$ cat src/rtl/ws2812_pkg.sv
// Shared definitions for the ws2812 driver and its stream loader: FSM encoding,
// per-LED byte layout and a width helper.
package ws2812_pkg;

  typedef enum logic [1:0] {
    ST_IDLE   = 2'd0,
    ST_LOAD   = 2'd1,
    ST_COMMIT = 2'd2
  } state_t;

  localparam int BYTES_PER_LED = 3;
  localparam int BITS_PER_LED  = 24;

  // Byte lane of each colour inside a 24-bit LED word {G, R, B}.
  localparam int CH_G = 2;
  localparam int CH_R = 1;
  localparam int CH_B = 0;

  function automatic int clog2_min1(input int n);
    return (n > 1) ? $clog2(n) : 1;
  endfunction

endpackage

$ cat src/rtl/ws2812_byte_scale.sv
// Brightness scaler: o_data = (i_data * (i_scale + 1)) >> 8, so a scale of 255
// passes the byte through unchanged and a scale of 0 yields 0.
module ws2812_byte_scale (
  input  logic [7:0] i_data,
  input  logic [7:0] i_scale,
  output logic [7:0] o_data
);

  logic [15:0] w_factor;
  logic [15:0] w_product;

  // 255 * 256 still fits in 16 bits, so the product never overflows.
  assign w_factor  = 16'(i_scale) + 16'd1;
  assign w_product = 16'(i_data) * w_factor;
  assign o_data    = 8'(w_product >> 8);

endmodule

$ cat src/rtl/ws2812_stream_loader.sv
// Assembles a G,R,B byte stream into a shadow frame and commits it atomically
// to packed_rgb_data. Define WS2812_LOADER_BRIGHTNESS_EN to add brightness scaling.
module ws2812_stream_loader
  import ws2812_pkg::*;
#(
  parameter int NUM_LEDS       = 4,
  parameter int TIMEOUT_CYCLES = 1000
) (
  input  logic                             clk,
  input  logic                             reset,
  input  logic [7:0]                       in_data,
  input  logic                             in_valid,
`ifdef WS2812_LOADER_BRIGHTNESS_EN
  input  logic [7:0]                       brightness,
`endif
  output logic                             in_ready,
  output logic [BITS_PER_LED*NUM_LEDS-1:0] packed_rgb_data,
  output logic                             frame_commit,
  output logic                             busy
);

  localparam int FRAME_W = BITS_PER_LED * NUM_LEDS;
  localparam int LED_W   = clog2_min1(NUM_LEDS);
  localparam int TO_W    = clog2_min1(TIMEOUT_CYCLES);

  localparam logic [LED_W-1:0] LAST_LED  = LED_W'(NUM_LEDS - 1);
  localparam logic [1:0]       LAST_BYTE = 2'(BYTES_PER_LED - 1);
  localparam logic [TO_W-1:0]  TO_LAST   = TO_W'(TIMEOUT_CYCLES - 1);

  state_t             r_state;
  state_t             w_next_state;
  logic               r_ready_en;
  logic [LED_W-1:0]   r_led_cnt;
  logic [1:0]         r_byte_cnt;
  logic [TO_W-1:0]    r_to_cnt;
  logic [FRAME_W-1:0] r_shadow;
  logic [FRAME_W-1:0] r_packed;
  logic               r_commit;

  logic               w_accept;
  logic               w_last_byte;
  logic               w_timeout;
  logic [7:0]         w_byte;

`ifdef WS2812_LOADER_BRIGHTNESS_EN
  ws2812_byte_scale u_scale (
    .i_data  (in_data),
    .i_scale (brightness),
    .o_data  (w_byte)
  );
`else
  assign w_byte = in_data;
`endif

  assign w_accept    = in_valid && in_ready;
  assign w_last_byte = (r_led_cnt == LAST_LED) && (r_byte_cnt == LAST_BYTE);
  // An accepted byte on the firing cycle takes priority over the timeout.
  assign w_timeout   = (r_state == ST_LOAD) && !w_accept && (r_to_cnt == TO_LAST);

  // NOTE: sequential state uses non-blocking assignments so every flop samples
  // pre-edge values regardless of process evaluation order.
  always_ff @(posedge clk or negedge reset) begin
    if (!reset) begin
      r_state <= ST_IDLE;
    end else begin
      r_state <= w_next_state;
    end
  end

  // NOTE: the next-state default is assigned first so no path leaves it
  // unassigned and infers a latch.
  always_comb begin
    w_next_state = r_state;
    unique case (r_state)
      ST_IDLE:   if (w_accept) w_next_state = ST_LOAD;
      ST_LOAD: begin
        if (w_accept && w_last_byte) w_next_state = ST_COMMIT;
        else if (w_timeout)          w_next_state = ST_IDLE;
      end
      ST_COMMIT: w_next_state = ST_IDLE;
      default:   w_next_state = ST_IDLE;
    endcase
  end

  // in_ready stays low in the first cycle after reset release via r_ready_en.
  always_comb begin
    in_ready = 1'b0;
    busy     = 1'b0;
    unique case (r_state)
      ST_IDLE:   in_ready = r_ready_en;
      ST_LOAD: begin
        in_ready = 1'b1;
        busy     = 1'b1;
      end
      default: ;
    endcase
  end

  always_ff @(posedge clk or negedge reset) begin
    if (!reset) begin
      r_ready_en <= 1'b0;
      r_led_cnt  <= '0;
      r_byte_cnt <= '0;
      r_to_cnt   <= '0;
    end else begin
      r_ready_en <= 1'b1;

      if (r_state == ST_COMMIT || w_timeout) begin
        r_led_cnt  <= '0;
        r_byte_cnt <= '0;
      end else if (w_accept) begin
        if (r_byte_cnt == LAST_BYTE) begin
          r_byte_cnt <= '0;
          r_led_cnt  <= w_last_byte ? '0 : r_led_cnt + LED_W'(1);
        end else begin
          r_byte_cnt <= r_byte_cnt + 2'd1;
        end
      end

      if (r_state != ST_LOAD || w_accept || w_timeout) r_to_cnt <= '0;
      else                                             r_to_cnt <= r_to_cnt + TO_W'(1);
    end
  end

  // NOTE: the shadow frame is flop-based and explicitly reset, so a reset
  // mid-frame leaves no stale bytes behind.
  always_ff @(posedge clk or negedge reset) begin
    if (!reset) begin
      r_shadow <= '0;
      r_packed <= '0;
      r_commit <= 1'b0;
    end else begin
      for (int i = 0; i < NUM_LEDS; i++) begin
        for (int b = 0; b < BYTES_PER_LED; b++) begin
          if (w_accept && r_led_cnt == LED_W'(i) && r_byte_cnt == 2'(b))
            r_shadow[i*BITS_PER_LED + 8*(CH_G-b) +: 8] <= w_byte;
        end
      end
      if (r_state == ST_COMMIT) r_packed <= r_shadow;
      r_commit <= (r_state == ST_COMMIT);
    end
  end

  assign packed_rgb_data = r_packed;
  assign frame_commit    = r_commit;

endmodule
$ cat config.mk
export PLATFORM = sky130hd
export DESIGN_NAME = ws2812_stream_loader
export DESIGN_NICKNAME = d
export VERILOG_FILES = /design/src/rtl/ws2812_pkg.sv /design/src/rtl/ws2812_byte_scale.sv /design/src/rtl/ws2812_stream_loader.sv
export SDC_FILE = /design/constraint.sdc
export NUM_CORES = 1
export LEC_CHECK = 0
export BUFFER_PORTS_ARGS = -buffer_cell sky130_fd_sc_hd__buf_2
export CAP_MARGIN = 20
export CORE_MARGIN = 2
export CORE_UTILIZATION = 52
export DETAILED_ROUTE_END_ITERATION = 10
export PLACE_DENSITY = 0.88
export SYNTH_ARGS = -nofsm -noshare
export SYNTH_HDL_FRONTEND = slang
export SYNTH_HIERARCHICAL = 1
export SYNTH_SLANG_ARGS = --single-unit
$ cat constraint.sdc
create_clock -name clk -period 1.5 [get_ports clk]
set_input_delay 0.225 -clock clk [delete_from_list [all_inputs] [get_ports clk]]
set_output_delay 0.225 -clock clk [all_outputs]
set_load 0.02 [all_outputs]
==> impl_metrics.json <==
{
  "die_y_um": 130,
  "hpwl_um": 11800,
  "cp.arrival_ns": 1.98,
  "gr-total-overflow": 0,
  "min-delay-path-class": "input pin to flip-flop",
  "portBuffers": 109,
  "reg2reg_depth": 6,
  "antenna_found_initial": 0,
  "min_period_ns": 1.62,
  "boundaryPins": 110,
  "synth.distinct_cells": 37,
  "reg2reg_slack_ns": -0.12,
  "gp_congestion": 0.821,
  "synth.area.top_cells": "dfrtp_1 (63%), nand2_1 (13%), mux2_2 (12%)",
  "status": "finished with violations",
  "rsz0062_at_grt": "yes",
  "hold_path.startpoint": "in_data[7]",
  "swShare_pct": 28.2,
  "via_count": 5777,
  "wl_per_cell_um": 17.5,
  "fin_crit_sh_pct": 108,
  "synth_seq_cells": 210,
  "path_delay_family": "flip-flops",
  "cts_buffers": 21,
  "finalClockSkew_ns": 0.0198,
  "busiest_layer": "met2",
  "viasPerCell": 5.26,
  "p_sw_mw": 4.73,
  "htree_num_levels": 1,
  "fillCellCount": 1165,
  "hold_violations": 0,
  "drive_above_1_share_pct": 37.4,
  "dieArea_um2": 17000,
  "max_stage_delay_ns": 0.44,
  "p_int_mw": 12.0,
  "seqPwrFrac_pct": 47.2,
  "yosysTopAreaCell": "dfrtp_1",
  "netlist_area_um2": 8320,
  "r2r_start": "r_state[0]",
  "nNetsFinal": 885,
  "clkTransAtPathRegs_ns": 0.06,
  "violations": "negative setup slack",
  "maxCapViolCount": 0,
  "dpl_cell_area_um2": 9430,
  "layout_setup_ws_ns": -0.124,
  "start_util_pct": 52.7,
  "grt_pass1_vias": 5782,
  "core_um2": 15800,
  "whs_path_depth": 2,
  "maxSlewViolCount": 0,
  "grt_max_degree": 50,
  "synth_fp_nets": 732,
  "yosys_warnings": 6,
  "crit_type": "flip-flop to flip-flop",
  "synthCells": 716,
  "fp-row-count": 46,
  "cts_max_path_buffers": 3,
  "area_growth_pct": 25.2,
  "grt_pass1_wl_um": 29600,
  "layout_common_cells": "nand2_1 (291), dfrtp_1 (206), buf_2 (106), mux2_2 (77), buf_4 (37)",
  "power_frac_comb_pct": 22.8,
  "cts_sinks": 210,
  "hold_end": "r_shadow[87]",
  "slowest_stage": "dfrtp_2",
  "ant_nets": 0,
  "stdcell_area_um2": 10400,
  "final_util_pct": 66.0,
  "worst-path-buf-inv": 3,
  "crit_chain": "o21bai_4, inv_8, buf_4, nand4_2, buf_6, mux2_2",
  "endpoint_kind": "flip-flop",
  "setup_violations": 79,
  "wl_um": 19200,
  "clkPwrFrac_pct": 30.0,
  "fmaxAchievable_ghz": 0.616,
  "required_ns": 1.86,
  "firstDrtPassIters": 5,
  "drt_iter0_drc": 405,
  "globalRouteMet2Util_pct": 36.9,
  "diodes": 0,
  "p_per_area_nw_per_um2": 1610,
  "hold_slack_ns": 0.224,
  "cts_tree": "built",
  "cp.depth": 6,
  "final_common_cell": "nand2_1",
  "syn_area_per_cell_um2": 11.6,
  "remaining_drc_errors": 0,
  "worstSkewPairLatency_ns": 0.49,
  "die_w_um": 130,
  "grt_use_total_pct": 22.2,
  "gr-usage-met1_pct": 29.9,
  "rr_endpoint": "r_shadow[42]",
  "grt.met3_usage_pct": 3.42,
  "cellLeakagePower_nw": 5.63,
  "cts_root_buf": "clkbuf_16",
  "finalSetupTns_ns": -3.97,
  "synth-seq-area-share_pct": 63.2,
  "start_kind": "flip-flop",
  "irDropWorstVdd_mv": 0.825,
  "cp_max_fo": 9,
  "yosysTopAreaCellShare_pct": 63.2
}
[worst max-delay path by stage]
stage                       start           end  slack, ns
CTS                    r_state[1]  r_shadow[69]      -0.09
finish                 r_state[0]  r_shadow[42]      -0.12
detailed placement  r_byte_cnt[1]   r_shadow[2]      -0.11
global route           r_state[0]  r_shadow[42]      -0.16
global placement    r_byte_cnt[1]   r_shadow[7]      -0.04
floorplan              r_state[1]  r_shadow[48]      -0.04
[power groups by stage]
stage | Clock [mW] | Combinational (mW) | Sequential [mW]
6_report | 5.02 | 3.82 | 7.91
5_1_grt | 5.35 | 4.11 | 8.05
4_1_cts | 5.10 | 3.56 | 7.86
3_5_place_dp | 0 | 3.33 | 7.93
3_3_place_gp | 0 | 3.18 | 7.85
2_1_floorplan | 0 | 2.13 | 7.93
[cells in the mapped netlist (all sizes together)]
| master | instances |
|---|---|
| a21oi | 9 |
| a31o | 1 |
| buf | 15 |
| clkbuf | 20 |
| conb | 1 |
| dfrtp | 210 |
| ha | 5 |
| inv | 7 |
| mux2 | 96 |
| nand2 | 291 |
| nand2b | 2 |
| nand3 | 7 |
| nand4 | 16 |
| nand4b | 1 |
| nor2 | 7 |
| nor2b | 3 |
| nor3 | 1 |
| nor3b | 2 |
| o21ai | 6 |
| o21bai | 1 |
| o31ai | 4 |
| o41ai | 1 |
| or3 | 4 |
| or3b | 1 |
| or4 | 2 |
| xnor2 | 1 |
| xor2 | 2 |
[sequential cells by signal, indices dropped and copies added, names as in the netlist]
signal,count
r_byte_cnt,2
frame_commit,1
packed_rgb_data,96
r_led_cnt,2
r_ready_en,1
r_to_cnt,10
r_shadow,96
r_state,2
[routing by layer]
layer | share of wire [%] | wire, um | vias up
li1 | - | - | 2648
met2 | 49 | 9450 | 173
met1 | 43 | 8290 | 2900
met5 | 0 | 0 | -
met3 | 4.6 | 885 | 56
met4 | 3.2 | 617 | 0
[per-stage QoR]
step                setup WS, ns  cells  power, mW
floorplan                -0.0389    716       10.1
global placement         -0.0391   1051       11.0
detailed placement        -0.109   1051       11.3
CTS                      -0.0937   1094       16.5
global route              -0.159   1098       17.5
finish                    -0.124   1098       16.8
[final cells by class]
type,count,area (um^2),area share (%)
inverters,7,38.8,0.373
flip-flops and latches,210,5260,50.5
repair buffers,165,1150,11.1
clock inverters,9,75.1,0.721
well taps,216,270,2.60
clock buffers,27,588,5.65
multi-input cells,464,3030,29.1
[cell families after synthesis]
family,count (synthesis),share of synthesized area (%)
XOR/XNOR,3,0.316
buffers and inverters,42,2.42
AO/OA/AOI/OAI,22,1.99
multiplexers,96,13.4
AND/OR/NAND/NOR,337,17.9
other,1,0.0451
adder cells (fa/ha/maj),5,0.752
flip-flops,210,63.2
[what timing repair did]
item | in CTS | in global routing
hold buffers | 1 | 0
cloned | 0 | 1
hold endpoints to repair | 36 | 0
setup buffers | 6 | 3
gates resized for setup | 18 | 36
pin swaps | 3 | 7
setup endpoints to repair | 92 | 134
No activity file was read; power rests on OpenSTA's default activity.
